`config.mk`:
```
export PLATFORM = sky130hd
export DESIGN_NAME = intersection_scheduler
export DESIGN_NICKNAME = d
export VERILOG_FILES = /design/src/rtl/intersection_scheduler_pkg.sv /design/src/rtl/intersection_scheduler_phase_timer.sv /design/src/rtl/intersection_scheduler.sv
export SDC_FILE = /design/constraint.sdc
export NUM_CORES = 1
export LEC_CHECK = 0
export BUFFER_PORTS_ARGS = -buffer_cell sky130_fd_sc_hd__buf_2
export CORE_UTILIZATION = 50
export DETAILED_ROUTE_END_ITERATION = 8
export PLACE_DENSITY = 0.7
export SLEW_MARGIN = 25
export SYNTH_ARGS = -nofsm -noshare
export SYNTH_HDL_FRONTEND = slang
export SYNTH_SLANG_ARGS = --single-unit
```
`constraint.sdc`:
```
create_clock -name clk -period 3.82 [get_ports clk]
set_input_delay 0.382 -clock clk [delete_from_list [all_inputs] [get_ports clk]]
set_output_delay 0.382 -clock clk [all_outputs]
set_load 0.005 [all_outputs]
```
`src/rtl/intersection_scheduler_pkg.sv`:
```
`default_nettype none
// ============================================================================
// Module   : intersection_scheduler_pkg
// Purpose  : Shared codes for the intersection scheduler: 3-bit state codes,
//            one-hot lamp codes {R,Y,G} and road direction codes, plus a
//            helper that decodes a road's lamp from a state code.
// Revision : 1.0 - initial release
// ============================================================================
package intersection_scheduler_pkg;

    // State codes (3'd7 is unused and recovers to ST_AR_EW)
    localparam logic [2:0] ST_NS_G  = 3'd0;
    localparam logic [2:0] ST_NS_Y  = 3'd1;
    localparam logic [2:0] ST_AR_NS = 3'd2;
    localparam logic [2:0] ST_EW_G  = 3'd3;
    localparam logic [2:0] ST_EW_Y  = 3'd4;
    localparam logic [2:0] ST_AR_EW = 3'd5;
    localparam logic [2:0] ST_WALK  = 3'd6;

    // One-hot lamp codes {R,Y,G}
    localparam logic [2:0] LT_R = 3'b100;
    localparam logic [2:0] LT_Y = 3'b010;
    localparam logic [2:0] LT_G = 3'b001;

    // Road directions
    localparam logic DIR_NS = 1'b0;
    localparam logic DIR_EW = 1'b1;

    // Lamp shown by road 'dir' while the controller is in state 'st'.
    // Anything other than that road's green or yellow is red, which keeps
    // both roads red in all-red, walk and unused codes.
    function automatic logic [2:0] light_of(input logic [2:0] st, input logic dir);
        logic [2:0] w_g;
        logic [2:0] w_y;
        w_g = (dir == DIR_NS) ? ST_NS_G : ST_EW_G;
        w_y = (dir == DIR_NS) ? ST_NS_Y : ST_EW_Y;
        if (st == w_g) return LT_G;
        if (st == w_y) return LT_Y;
        return LT_R;
    endfunction

endpackage
`default_nettype wire

```
`src/rtl/intersection_scheduler_phase_timer.sv`:
```
`default_nettype none
// ============================================================================
// Module   : phase_timer
// Purpose  : Per-phase cycle counter. Synchronous clear, saturating up-count.
// Ports    : clk   - rising-edge clock
//            rst   - asynchronous active-high reset (count -> 0)
//            clr   - synchronous clear, pulsed on every state change
//            count - cycles spent in the current phase (saturates)
// Revision : 1.0 - initial release
// ============================================================================
module phase_timer #(
    parameter int CNT_W = 8
) (
    input  logic             clk,
    input  logic             rst,
    input  logic             clr,
    output logic [CNT_W-1:0] count
);

    logic [CNT_W-1:0] r_count;

    always_ff @(posedge clk or posedge rst) begin
        if (rst) begin
            r_count <= '0;
        end else if (clr) begin
            r_count <= '0;
        end else if (r_count != {CNT_W{1'b1}}) begin
            r_count <= r_count + 1'b1;
        end
    end

    assign count = r_count;

endmodule
`default_nettype wire

```
`src/rtl/intersection_scheduler.sv`:
```
`default_nettype none
// ============================================================================
// Module   : intersection_scheduler
// Purpose  : Moore controller for a two-road (NS/EW) intersection with a
//            pedestrian walk phase. One road green at a time, yellow and
//            all-red clearance, demand-extended green, all-red walk phase.
// Ports    : clk      - rising-edge clock
//            rst      - asynchronous active-high reset
//            ns_car   - NS vehicle present (level)
//            ew_car   - EW vehicle present (level)
//            ped_btn  - pedestrian button (level, synchronous)
//            ns_light - NS lamp, one-hot {R,Y,G}
//            ew_light - EW lamp, one-hot {R,Y,G}
//            walk     - walk lamp
//            ped_wait - pedestrian request pending
//            phase    - current state code (debug)
// Revision : 1.0 - initial release
// ============================================================================
module intersection_scheduler
    import intersection_scheduler_pkg::*;
#(
    parameter int CNT_W     = 8,
    parameter int GREEN_MIN = 4,
    parameter int GREEN_MAX = 10,
    parameter int YELLOW_T  = 2,
    parameter int ALLRED_T  = 1,
    parameter int WALK_T    = 3
) (
    input  logic       clk,
    input  logic       rst,
    input  logic       ns_car,
    input  logic       ew_car,
    input  logic       ped_btn,
    output logic [2:0] ns_light,
    output logic [2:0] ew_light,
    output logic       walk,
    output logic       ped_wait,
    output logic [2:0] phase
);

    // Exit thresholds: a phase of N cycles leaves on the edge where t == N-1
    localparam logic [CNT_W-1:0] C_GMIN_T = CNT_W'(GREEN_MIN - 1);
    localparam logic [CNT_W-1:0] C_GMAX_T = CNT_W'(GREEN_MAX - 1);
    localparam logic [CNT_W-1:0] C_YEL_T  = CNT_W'(YELLOW_T - 1);
    localparam logic [CNT_W-1:0] C_AR_T   = CNT_W'(ALLRED_T - 1);
    localparam logic [CNT_W-1:0] C_WALK_T = CNT_W'(WALK_T - 1);

    logic [2:0]       r_state;
    logic [2:0]       w_next;
    logic [CNT_W-1:0] w_t;
    logic             w_clr;
    logic             r_ped_pending;
    logic             r_last_dir;
    logic [2:0]       w_green_opp;
    logic [2:0]       r_ns_light;
    logic [2:0]       r_ew_light;
    logic             r_walk;

    phase_timer #(
        .CNT_W (CNT_W)
    ) u_phase_timer (
        .clk   (clk),
        .rst   (rst),
        .clr   (w_clr),
        .count (w_t)
    );

    // Timer restarts at 0 on the first cycle of every new state
    assign w_clr = (w_next != r_state);

    // Green goes to the road that did not clear most recently
    assign w_green_opp = (r_last_dir == DIR_NS) ? ST_EW_G : ST_NS_G;

    // ---------------- next-state logic ----------------
    always_comb begin
        w_next = r_state;
        case (r_state)
            ST_NS_G: begin
                if ((ew_car | r_ped_pending) && (w_t >= C_GMIN_T) &&
                    (!ns_car || (w_t >= C_GMAX_T)))
                    w_next = ST_NS_Y;
            end
            ST_EW_G: begin
                if ((ns_car | r_ped_pending) && (w_t >= C_GMIN_T) &&
                    (!ew_car || (w_t >= C_GMAX_T)))
                    w_next = ST_EW_Y;
            end
            ST_NS_Y:  if (w_t >= C_YEL_T) w_next = ST_AR_NS;
            ST_EW_Y:  if (w_t >= C_YEL_T) w_next = ST_AR_EW;
            ST_AR_NS, ST_AR_EW: begin
                if (w_t >= C_AR_T)
                    w_next = r_ped_pending ? ST_WALK : w_green_opp;
            end
            ST_WALK:  if (w_t >= C_WALK_T) w_next = w_green_opp;
            default:  w_next = ST_AR_EW;
        endcase
    end

    // ---------------- state, request and direction registers ----------------
    always_ff @(posedge clk or posedge rst) begin
        if (rst) begin
            r_state       <= ST_AR_EW;
            r_ped_pending <= 1'b0;
            r_last_dir    <= DIR_EW;
            r_ns_light    <= LT_R;
            r_ew_light    <= LT_R;
            r_walk        <= 1'b0;
        end else begin
            r_state <= w_next;

            // Clearing on entry to WALK takes priority over a same-cycle press;
            // presses during WALK are ignored.
            if (w_next == ST_WALK && r_state != ST_WALK)
                r_ped_pending <= 1'b0;
            else if (ped_btn && r_state != ST_WALK)
                r_ped_pending <= 1'b1;

            if (w_next == ST_AR_NS && r_state != ST_AR_NS)
                r_last_dir <= DIR_NS;
            else if (w_next == ST_AR_EW && r_state != ST_AR_EW)
                r_last_dir <= DIR_EW;

            // Lamps are decoded from the next state so they update on the
            // same edge as the state register.
            r_ns_light <= light_of(w_next, DIR_NS);
            r_ew_light <= light_of(w_next, DIR_EW);
            r_walk     <= (w_next == ST_WALK);
        end
    end

    assign ns_light = r_ns_light;
    assign ew_light = r_ew_light;
    assign walk     = r_walk;
    assign ped_wait = r_ped_pending;
    assign phase    = r_state;

endmodule
`default_nettype wire

```
# Word level (Yosys, flattened, before mapping)

Cells that the tools add are included.

Register bits after elaboration: 20
Latch bits: 0
Memory bits (writable): 0
Bits in read-only memories: 0
Word-level logic and storage cells: 79
Memories: 0

Add/subtract/negate cells: 1
Multipliers: 0
Divide/modulo/power cells: 0
Magnitude comparators: 5
Equal/unequal tests: 17
Shifts and indexed selects: 0
Mux-type cells: 29
Bitwise gates (word level): 2
Reductions and logical operators: 18

Operators by type and width:

| cell                | count |
|---|---|
| $mux 3              | 15 |
| $eq 3x3->1 const B  | 6 |
| $pmux 3 s6          | 1 |
| $ge 8x1->1 const B  | 2 |
| $ge 8x2->1 const B  | 2 |
| $mux 8              | 2 |
| $eq 3x2->1 const B  | 4 |
| $mux 1              | 10 |
| $add 8x1->8 const B | 1 |
| $ge 8x4->1 const B  | 1 |
| $logic_and 1x1->1   | 8 |
| $ne 8x8->1 const B  | 1 |
| $eq 3x1->1 const B  | 2 |
| $logic_not 3->1     | 2 |
| $ne 3x3->1 const B  | 2 |
| $reduce_bool 2->1   | 3 |
| $ne 3x2->1 const B  | 1 |
| $ne 3x3->1          | 1 |
| $logic_not 1->1     | 2 |
| $logic_or 1x1->1    | 2 |
| $mux 2              | 1 |
| $or 1x1->1          | 2 |
| $reduce_or 2->1     | 1 |

# Longest topological paths before layout

Gate-level depths: netlist of the first run.

Word-level depth: 10
Mapped depth: 8

# Cells and area by module

Synthesis of the first run repeated with hierarchy kept, for this count alone.

Cell total of the unflattened synthesis: 135
Area total of the unflattened synthesis: 1216.2 sq um

By module, submodules not included:

| module                 | instances | cells each | area an instance (sq um) |
|---|---|---|---|
| intersection_scheduler | 1         | 94         | 807.0 |
| phase_timer            | 1         | 41         | 409.1 |

# Worst setup path before layout of the first run

OpenSTA, ideal clock, no wires.

Path type: reg2reg
From: register u_phase_timer.r_count[4] (netlist: u_phase_timer.count[4])
To: register u_phase_timer.r_count[0] (netlist: u_phase_timer.count[0])
Setup time: 101 ps
Arrival time: 1990 ps
Required time: 3719 ps
Path slack: 1730 ps
Stages on the path, launching flop included: 7
Buffers on the path: 0
Path through: dfrtp_1 > nor4_4 > and4b_4 > mux2i_1 > nor4b_4 > xnor2_2 > nor4_1

Cells in the longest elaborated chain, start to end: 7
Elaborated cells between the ends (all ways): 22
Those cells by class: order compare: 5; eq/ne: 2; mux: 8; reduce/logical: 7

RTL lines:

| element                                            | line                                                       | RTL |
|---|---|---|
| from (decl)                                        | intersection_scheduler_phase_timer.sv:20                   | `logic [CNT_W-1:0] r_count;` |
| from (signal assigned)                             | intersection_scheduler_phase_timer.sv:28                   | `r_count <= r_count + 1'b1;` |
| $ge 8x2->1 / $ge 8x4->1 (equally long branches)    | n/a                                                        |  |
| $logic_and 1x1->1, or another cell as far along    | intersection_scheduler.sv:84                               | `if ((ns_car \| r_ped_pending) && (w_t >= C_GMIN_T) &&` |
| $logic_and 1x1->1 (on tied branches)               | intersection_scheduler.sv:84, intersection_scheduler.sv:79 |  |
| $mux 3 (on tied branches)                          | intersection_scheduler.sv:84, intersection_scheduler.sv:79 |  |
| $pmux 3 s6                                         | intersection_scheduler.sv:77                               | `case (r_state)` |
| $ne 3x3->1                                         | intersection_scheduler.sv:69                               | `assign w_clr = (w_next != r_state);` |
| $mux 8 / $reduce_bool 2->1 (equally long branches) | n/a                                                        |  |

Parallel ways exist; a longest one is shown, timed or not.
A chain may end at the register's enable or synchronous reset.

# Worst setup path in the final report of the first run

From: register u_phase_timer.r_count[1] (netlist: u_phase_timer.count[1])
To: register u_phase_timer.r_count[0] (netlist: u_phase_timer.count[0])

Same word-level chain as after synthesis.

==> flow_summary.toml, run 1 <==
[floorplan]
coreArea_um2 = 2300
rows = 17
die_width_um = 52.3
die_h_um = 52.3
io_pins = 16
initial_core_util_pct = 55.0
dieArea_um2 = 2730

[logic_synthesis]
synthesis.instances = 139
synth_nets = 148
synth-async-reset-ratio_pct = 100
syn_area_um2 = 1260
ys_seq_area_share_pct = 40.1
synth_top_flop_cell = "dfrtp_1"
synth-seq-cells = 20
synth_edf_count = 0
syn_area_per_cell_um2 = 9.09
ys_warn_count = 0
synth.distinct_cells = 42

[worst_setup_path]
r2r_cells = 8
cp.arrival_ns = 2.61
critical_path_peak_fanout = 8
reg2reg_to = "u_phase_timer.count[0]"
r2r-start = "u_phase_timer.count[1]"
worstSetupStartpointType = "register"
crit_chain = "inv_1 > ha_1 > nor4bb_1 > nor4_1 > or2_2 > nor4b_4 > xnor2_2 > nor4_1"
rrSetupSlack_ns = 1.41
critPathKind = "register to register"
crit_path_end_kind = "register"
crit_path_max_incr_delay_ns = 0.43
worstPathRequired_ns = 4.02
path_common_cell = "nor4_1"
cp_slowest_cell = "dfrtp_1"

[timing]
clock_skew_ns = 0.000485
grt_setup_unrepaired = "false"
worst_slack_ns = 1.41
max_freq_mhz = 414
fin_crit_ns = 2.41
worst_pin_slew_ns = 0.725
hold_violations = 0
drv_slew = 0
setup_tns_ns = 0
setup_viol = 0
slew_headroom_pct = 51.6
post-route-period-util_pct = 63.2

[routing]
viasPerCell = 5.87
drtIter0Drc = 58
wire_per_inst_um = 14.5
wirelength_um = 2620
drc = 0
drt-pass1-iter-count = 4
postRouteAntennaNets = 0
vias = 1063

[clock_tree]
clk_pin_slew_ns = 0.11
cts_buffers = 3
cts-resized-gates = 0
cts_setup_buffers = 0
clkLatencyLatePin_ns = 0.30
cts_buffer_depth = 2
h-tree-depth = 1
cts.sinks = 20
cts_tree = "yes"
cts_root_buf = "clkbuf_4"
cts_hold_buf = 0

[finish]
utilization_pct = 61.2
syn_to_final_growth_pct = 11.3
fillCellCount = 189
final_net_count = 163
diodes = 0
drive_above_1_share_pct = 22.2

[global_routing]
grt_pass1_wl_um = 4280
grt_use_met3_pct = 2.03
grt_use_total_pct = 21.4
grt_pass1_vias = 906
antenna_found_initial = 0
use_met1_pct = 31.8
top_usage_layer = "met2"
grt_max_degree = 21
grt_util_met2_pct = 32.7
overflow = 0

[outcome]
status = "finished clean"

[min_path]
hold_path.class = "primary input to asynchronous set/reset pin"

[power_and_ir_drop]
clkPwrFrac_pct = 17.0
sw_frac_of_total_pct = 40.5
net-switching-power_mw = 0.412
p_comb_share_pct = 46.4
leakage_nw = 0.643
finalPower_mw = 1.02
seqPwrFrac_pct = 36.6
intPower_mw = 0.605
pwr_density_cell_nw_per_um2 = 723
ir_drop_mv = 0.532

[placed_design]
port_buffers = 15
dp_hpwl_um = 1940
dp_slack_ns = 1.44
globalplace.congestion = 0.924

[run]
drv_cap = 0
==> critical path, delay by kind of cell (launching register included) <==
family	cells	cell delay, ns
buffers and inverters	1	0.10
xor gates and xnor gates	1	0.21
DFF	1	0.43
adders and majority gates	1	0.23
and+or+nand+nor	5	1.34
==> state kept, by name, indices dropped and copies added, names as in the netlist <==
register             cells
u_phase_timer.count      8
walk                     1
phase                    3
ped_wait                 1
r_last_dir               1
ns_light                 3
ew_light                 3
==> cells by family after synthesis <==
kind of cell             share of synthesized area, %
buffers and inverters                            3.66
AND/OR/NAND/NOR                                  30.4
multiplexers                                     2.48
flip-flops                                       40.1
adder cells (fa/ha/maj)                          3.96
AO/OA/AOI/OAI                                    16.7
XOR/XNOR                                         2.67
==> per-layer routing <==
| layer | up-vias | share of wire [%] |
|---|---|---|
| met1 | 485 | 50 |
| met5 | - | 0 |
| met3 | 4 | 4.4 |
| met4 | 0 | 1.1 |
| met2 | 37 | 44 |
| li1 | 537 | - |
==> worst max path at each step <==
| stage | start | end |
|---|---|---|
| final | u_phase_timer.count[1] | u_phase_timer.count[0] |
| after global routing | u_phase_timer.count[1] | u_phase_timer.count[6] |
| after CTS | u_phase_timer.count[5] | u_phase_timer.count[0] |
| after detailed placement | u_phase_timer.count[4] | u_phase_timer.count[0] |
| after global placement | u_phase_timer.count[4] | u_phase_timer.count[3] |
| after floorplan | u_phase_timer.count[4] | u_phase_timer.count[0] |
==> power groups by stage <==
stage          Sequential (mW)  Combinational [mW]  Clock (mW)
3_5_place_dp             0.373               0.466           0
5_1_grt                  0.384               0.525       0.184
4_1_cts                  0.370               0.472       0.176
3_3_place_gp             0.371               0.464           0
6_report                 0.372               0.471       0.173
2_1_floorplan            0.334               0.387           0
==> layout make-up <==
| cell class | instances | area (µm²) | share of cell area [%] |
|---|---|---|---|
| clock inverter | 1 | 30.0 | 2.14 |
| sequential | 20 | 507 | 36.0 |
| inverter | 7 | 26.3 | 1.87 |
| tap | 28 | 35.0 | 2.49 |
| timing repair buffer | 15 | 75.1 | 5.34 |
| multi-input combinational | 107 | 711 | 50.5 |
| clock buffer | 3 | 22.5 | 1.60 |
==> cell usage after synthesis (all sizes together) (2+ instances only) <==
cell,instances,share of area (%)
a21oi,8,3.2
a31oi,2,0.99
and3,3,1.7
clkbuf,4,1.2
dfrtp,15,30
dfstp,5,10
ha,4,4.0
inv,7,2.1
mux2i,2,1.6
nand2,8,2.4
nand2b,2,0.99
nand3,6,2.4
nand3b,2,1.2
nor2,12,3.6
nor2b,3,1.5
nor3,6,2.4
nor4,10,6.1
nor4bb,2,1.6
o21a,2,1.2
o21ai,13,5.1
o21bai,3,1.8
xnor2,3,2.7
==> layout by cell type (no fill, tap or decap), types with 3 or more instances in the layout <==
cell / count
a21oi_1: 8
buf_2: 15
clkbuf_4: 3
dfrtp_1: 15
dfstp_2: 5
ha_1: 4
inv_1: 7
nand2_1: 8
nand3_1: 6
nor2_1: 12
nor2b_1: 3
nor3_1: 6
nor4_1: 9
o21ai_0: 13
o21bai_1: 3
==> metrics by stage <==
| stage | area [µm²] | instances | hold WS (ns) |
|---|---|---|---|
| after CTS | 1410 | 181 | 0.191 |
| after floorplan | 1260 | 139 | 0.342 |
| after global routing | 1410 | 181 | 0.240 |
| final | 1410 | 181 | 0.177 |
| after global placement | 1350 | 177 | 0.525 |
| after detailed placement | 1350 | 177 | 0.527 |
Note: power is estimated with default switching activity, not from simulation.
==> run 2, diff against run 1 <==
Settings changed: PLACE_DENSITY 0.7 to 0.73.
Clock period 3.82 ns to 2.2 ns, I/O delays scaled along.
==> run 2 against run 1 <==
The run now ends with setup timing left. Highest routed layer unchanged. Wire length increased by 26%. Largest cell class unchanged. Worst hold slack got worse by 0.16 ns. Sequential share of layout area decreased by 5.7 points.
==> flow_summary.toml, run 2 (synthesis results as in run 1) <==
[global_routing]
grt_pass1_wl_um = 4610
grt_use_total_pct = 23.5
grt_max_degree = 21
grt_pass1_vias = 1030
antenna_found_initial = 0
overflow = 0

[routing]
wire_per_inst_um = 17.0
wirelength_um = 3310
vias = 1183
postRouteAntennaNets = 0
drtIter0Drc = 30
drc = 0
viasPerCell = 6.07
drt-pass1-iter-count = 4

[clock_tree]
cts_root_buf = "clkbuf_4"
cts_tree = "yes"
clk_pin_slew_ns = 0.12
cts_buffers = 3
h-tree-depth = 1
cts_hold_buf = 0
cts_buffer_depth = 2
clkLatencyLatePin_ns = 0.30
cts.sinks = 20

[outcome]
violations = "setup timing"
status = "finished, violations left"

[worst_setup_path]
cp_slowest_cell = "dfrtp_2"
r2r_cells = 6
rrSetupSlack_ns = -0.04
crit_path_max_incr_delay_ns = 0.46
cp.arrival_ns = 2.45
crit_chain = "nor4_4 > and4b_4 > mux2i_4 > nor4b_4 > xnor2_4 > nor4_2"
worstSetupStartpointType = "register"
crit_path_end_kind = "register"
worstPathRequired_ns = 2.41
r2r-start = "u_phase_timer.count[4]"
reg2reg_to = "u_phase_timer.count[4]"
critPathKind = "register to register"
critical_path_peak_fanout = 8

[placed_design]
globalplace.congestion = 0.873
dp_cells = 189
dp_hpwl_um = 2140
place_area_um2 = 1440
port_buffers = 15

[finish]
mostFrequentLayoutCells = "buf_2, buf_4, o21ai_0, dfrtp_1, nor2_1"
drive_above_1_share_pct = 44.3
syn_to_final_growth_pct = 32.9
utilization_pct = 73.1
stdcell_area_um2 = 1680
final_common_cell = "buf_2"
largest_reg_flops = 8
diodes = 0
final_net_count = 177
final_cells = 195

[power_and_ir_drop]
ir_drop_mv = 1.08
leakage_nw = 0.716
pwr_density_cell_nw_per_um2 = 1320

[timing]
slew_headroom_pct = 51.6
setup_viol = 3
clock_skew_ns = 0.00305
fin_crit_ns = 2.24
post-route-period-util_pct = 102
hold_violations = 0
max_freq_mhz = 447
grt_setup_unrepaired = "true"
worst_pin_slew_ns = 0.725
drv_slew = 0
worst_slack_ns = -0.0353

[floorplan]
coreArea_um2 = 2300
initial_core_util_pct = 55.0
io_pins = 16
die_width_um = 52.3
dieArea_um2 = 2730
die_h_um = 52.3
rows = 17

[run]
drv_cap = 0

[min_path]
hold_path.class = "primary input to asynchronous set/reset pin"
==> run 2: cell count changes in the layout (fill, tap and decap cells not counted), moves of 2 or more <==
cell	before	now
buf_4	0	14
nor4_1	9	2
nor4_2	0	5
ha_1	4	1
inv_1	7	4
inv_2	0	3
a21oi_1	8	6
dfrtp_1	15	13
dfrtp_2	0	2
ha_2	0	2
nor3_1	6	4
nor3_2	0	2
nor4_4	1	3
nor4bb_1	2	0
==> run 2: worst max-delay path: cells and delay by family, from the launching register on <==
family | cells | cell delay [ns]
xor gates and xnor gates | 1 | 0.19
DFF | 1 | 0.46
muxes | 1 | 0.09
and+or+nand+nor | 4 | 1.41
==> run 2: repair_timing <==
action,4_1_cts,5_1_grt
endpoints found under the setup margin,8,9
setup buffers,1,3
gates resized for setup,3,31
pin swaps,5,6
==> run 2: per-layer routing <==
layer  vias up  GRT usage [%]  wire (µm)  part of all wire, %
met1       560           30.6       1380                   42
met5         -              0          0                    0
met3         9           3.77        195                  5.9
met2        48           39.5       1640                   50
met4         0           7.89         87                  2.6
li1        566              -          -                    -
==> run 2: worst max-delay path by stage <==
stage                                       from                     end  slack, ns  cells after the start
after global routing      u_phase_timer.count[4]  u_phase_timer.count[4]      -0.13                      6
after floorplan           u_phase_timer.count[4]  u_phase_timer.count[0]       0.11                      6
after CTS                 u_phase_timer.count[1]  u_phase_timer.count[5]     -0.004                      8
after detailed placement  u_phase_timer.count[0]  u_phase_timer.count[1]      -0.04                      7
after global placement    u_phase_timer.count[0]  u_phase_timer.count[0]     -0.008                      7
final                     u_phase_timer.count[4]  u_phase_timer.count[4]      -0.04                      6
==> run 2: stage by stage <==
step | hold slack (ns) | setup TNS (ns) | power, mW | setup slack (ns)
global route | 0.0759 | -0.779 | 2.35 | -0.131
CTS | 0.0416 | -0.00444 | 1.91 | -0.00444
global placement | 0.356 | -0.00811 | 1.53 | -0.00811
detailed placement | 0.378 | -0.138 | 1.56 | -0.0369
floorplan | 0.180 | 0 | 1.25 | 0.110
finish | 0.0146 | -0.0553 | 2.22 | -0.0353
==> run 2: final cells by class <==
cell class	count	area, µm²
Clock buffer	3	22.5
Clock inverter	1	30.0
Fill cell	165	618
Inverter	7	26.3
Multi-Input combinational cell	107	876
Sequential cell	20	509
Tap cell	28	35.0
Timing Repair Buffer	29	180
==> run 2: report_power, final <==
group	internal (mW)	switching (mW)
sequential	0.505	0.156
clock	0.184	0.117
combinational	0.571	0.681
==> run 3, diff against run 2 <==
Settings changed: CTS_BUF_LIST from default to sky130_fd_sc_hd__clkbuf_16.
==> run 3 against run 2 <==
The run still ends with setup timing left. Worst hold slack better by 0.080 ns. Via count is 1.6% higher. Global-route usage is 0.52 points higher. Combinational power is 13% higher. Clock skew hardly changed. Sequential power is 0.9% higher. Sequential cell count stayed put. Die area stayed put. Count of clock-buffer cells in the layout stayed put.
==> flow_summary.toml, run 3 (synthesis results as in run 1) <==
[timing]
hold_ws_ns = 0.0943
post-route-period-util_pct = 104
setup_viol = 6
slew_headroom_pct = 49.5
fin_crit_ns = 2.29
grt_setup_unrepaired = "true"
max_freq_mhz = 436
worst_pin_slew_ns = 0.757
worst_slack_ns = -0.0914
clock_skew_ns = 0.00275
drv_slew = 0
setup_tns_ns = -0.290
hold_violations = 0

[finish]
mostFrequentLayoutCells = "buf_2, buf_4, o21ai_0, dfrtp_1, nor2_1"
stdcell_area_um2 = 1770
largest_reg_flops = 8
final_cells = 197
syn_to_final_growth_pct = 40.1
drive_above_1_share_pct = 44.4
regArea_um2 = 509
fillCellCount = 145
final_net_count = 179
multiInputGateArea_um2 = 887
diodes = 0
utilization_pct = 77.1

[placed_design]
dp_cells = 189
place_area_um2 = 1440
port_buffers = 15
globalplace.congestion = 0.873
dp_hpwl_um = 2140
dp_slack_ns = -0.0369

[run]
drv_cap = 0

[routing]
postRouteAntennaNets = 0
drt-pass1-iter-count = 4
drc = 0
wirelength_um = 3550
wire_per_inst_um = 18.0
vias = 1202
drtIter0Drc = 54
viasPerCell = 6.10

[clock_tree]
cts_tree = "yes"
h-tree-depth = 1
cts_buffers = 3
clkLatencyLatePin_ns = 0.25
cts.sinks = 20
clk_pin_slew_ns = 0.06
cts_buffer_depth = 2
cts_root_buf = "clkbuf_16"

[worst_setup_path]
critical_path_peak_fanout = 14
worstSetupStartpointType = "register"
r2r-start = "phase[1]"
setup.worst_path.start = "phase[1]"
worstPathRequired_ns = 2.34
critPathKind = "register to register"
crit_path_end_kind = "register"
cp.arrival_ns = 2.43

[floorplan]
io_pins = 16
die_h_um = 52.3
coreArea_um2 = 2300
dieArea_um2 = 2730
die_width_um = 52.3
rows = 17
initial_core_util_pct = 55.0

[outcome]
status = "finished, violations left"
violations = "setup timing"

[power_and_ir_drop]
pwr_density_cell_nw_per_um2 = 1460
intPower_mw = 1.55
leakage_nw = 0.764
p_comb_share_pct = 54.6
seqPwrFrac_pct = 25.9
ir_drop_mv = 1.22
clkPwrFrac_pct = 19.5
net-switching-power_mw = 1.02
finalPower_mw = 2.58
sw_frac_of_total_pct = 39.7

[min_path]
hold_path.class = "primary input to asynchronous set/reset pin"

[global_routing]
grt_pass1_vias = 1007
grt_max_degree = 21
grt_pass1_wl_um = 4720
overflow = 0
grt_use_total_pct = 24.0
antenna_found_initial = 0
## run 3: cell types whose count changed in the layout (fill, tap and decap cells not counted), sizes merged
cell  delta
buf      +2
## run 3: area by class of cell
cell class | instances | share of cell area (%)
Timing Repair Buffer | 31 | 11.7
Multi-Input combinational cell | 107 | 50.1
Clock buffer | 3 | 4.24
Sequential cell | 20 | 28.8
Clock inverter | 1 | 1.70
Inverter | 7 | 1.48
Tap cell | 28 | 1.98
## run 3: worst paths after layout
kind | end | slack (ns) | depth (start not counted)
setup / recovery | u_phase_timer.count[6] | -0.09 | 8
hold / removal | ns_light[0] | 0.09 | 2
setup reg to reg | u_phase_timer.count[6] | -0.09 | 8
hold reg to reg | r_last_dir | 0.56 | 2
max in group asynchronous | u_phase_timer.count[0] | 1.58 | 2
min in group clk | ped_wait | 0.24 | 3
## run 3: timing repair
action,CTS,global route
pin swaps,5,10
buffers inserted,0,4
resized for setup,3,32
hold buffers,0,0
setup endpoints to repair,8,9
## run 3: power groups by stage
stage          Combinational (mW)  Clock, mW  Sequential (mW)
2_1_floorplan               0.672          0            0.580
3_3_place_gp                0.897          0            0.635
3_5_place_dp                0.920          0            0.645
4_1_cts                     0.957      0.498            0.645
5_1_grt                      1.51      0.515            0.685
6_report                     1.41      0.503            0.667
## run 3: metal layers
layer / wire length, µm / share of wire (%) / GRT usage [%]
met5: 0 / 0 / 0
met4: 57 / 1.6 / 8.77
met3: 195 / 5.5 / 1.16
met2: 1790 / 50 / 40.0
met1: 1510 / 43 / 33.1
## run 3: critical path, cell delays in order, from the launching register on
cell	delay [ns]
dfrtp_1	0.58
nor3b_1	0.56
a32oi_1	0.16
o31ai_2	0.14
nor4b_4	0.07
buf_4	0.16
xnor2_4	0.15
buf_12	0.15
nor4_2	0.20
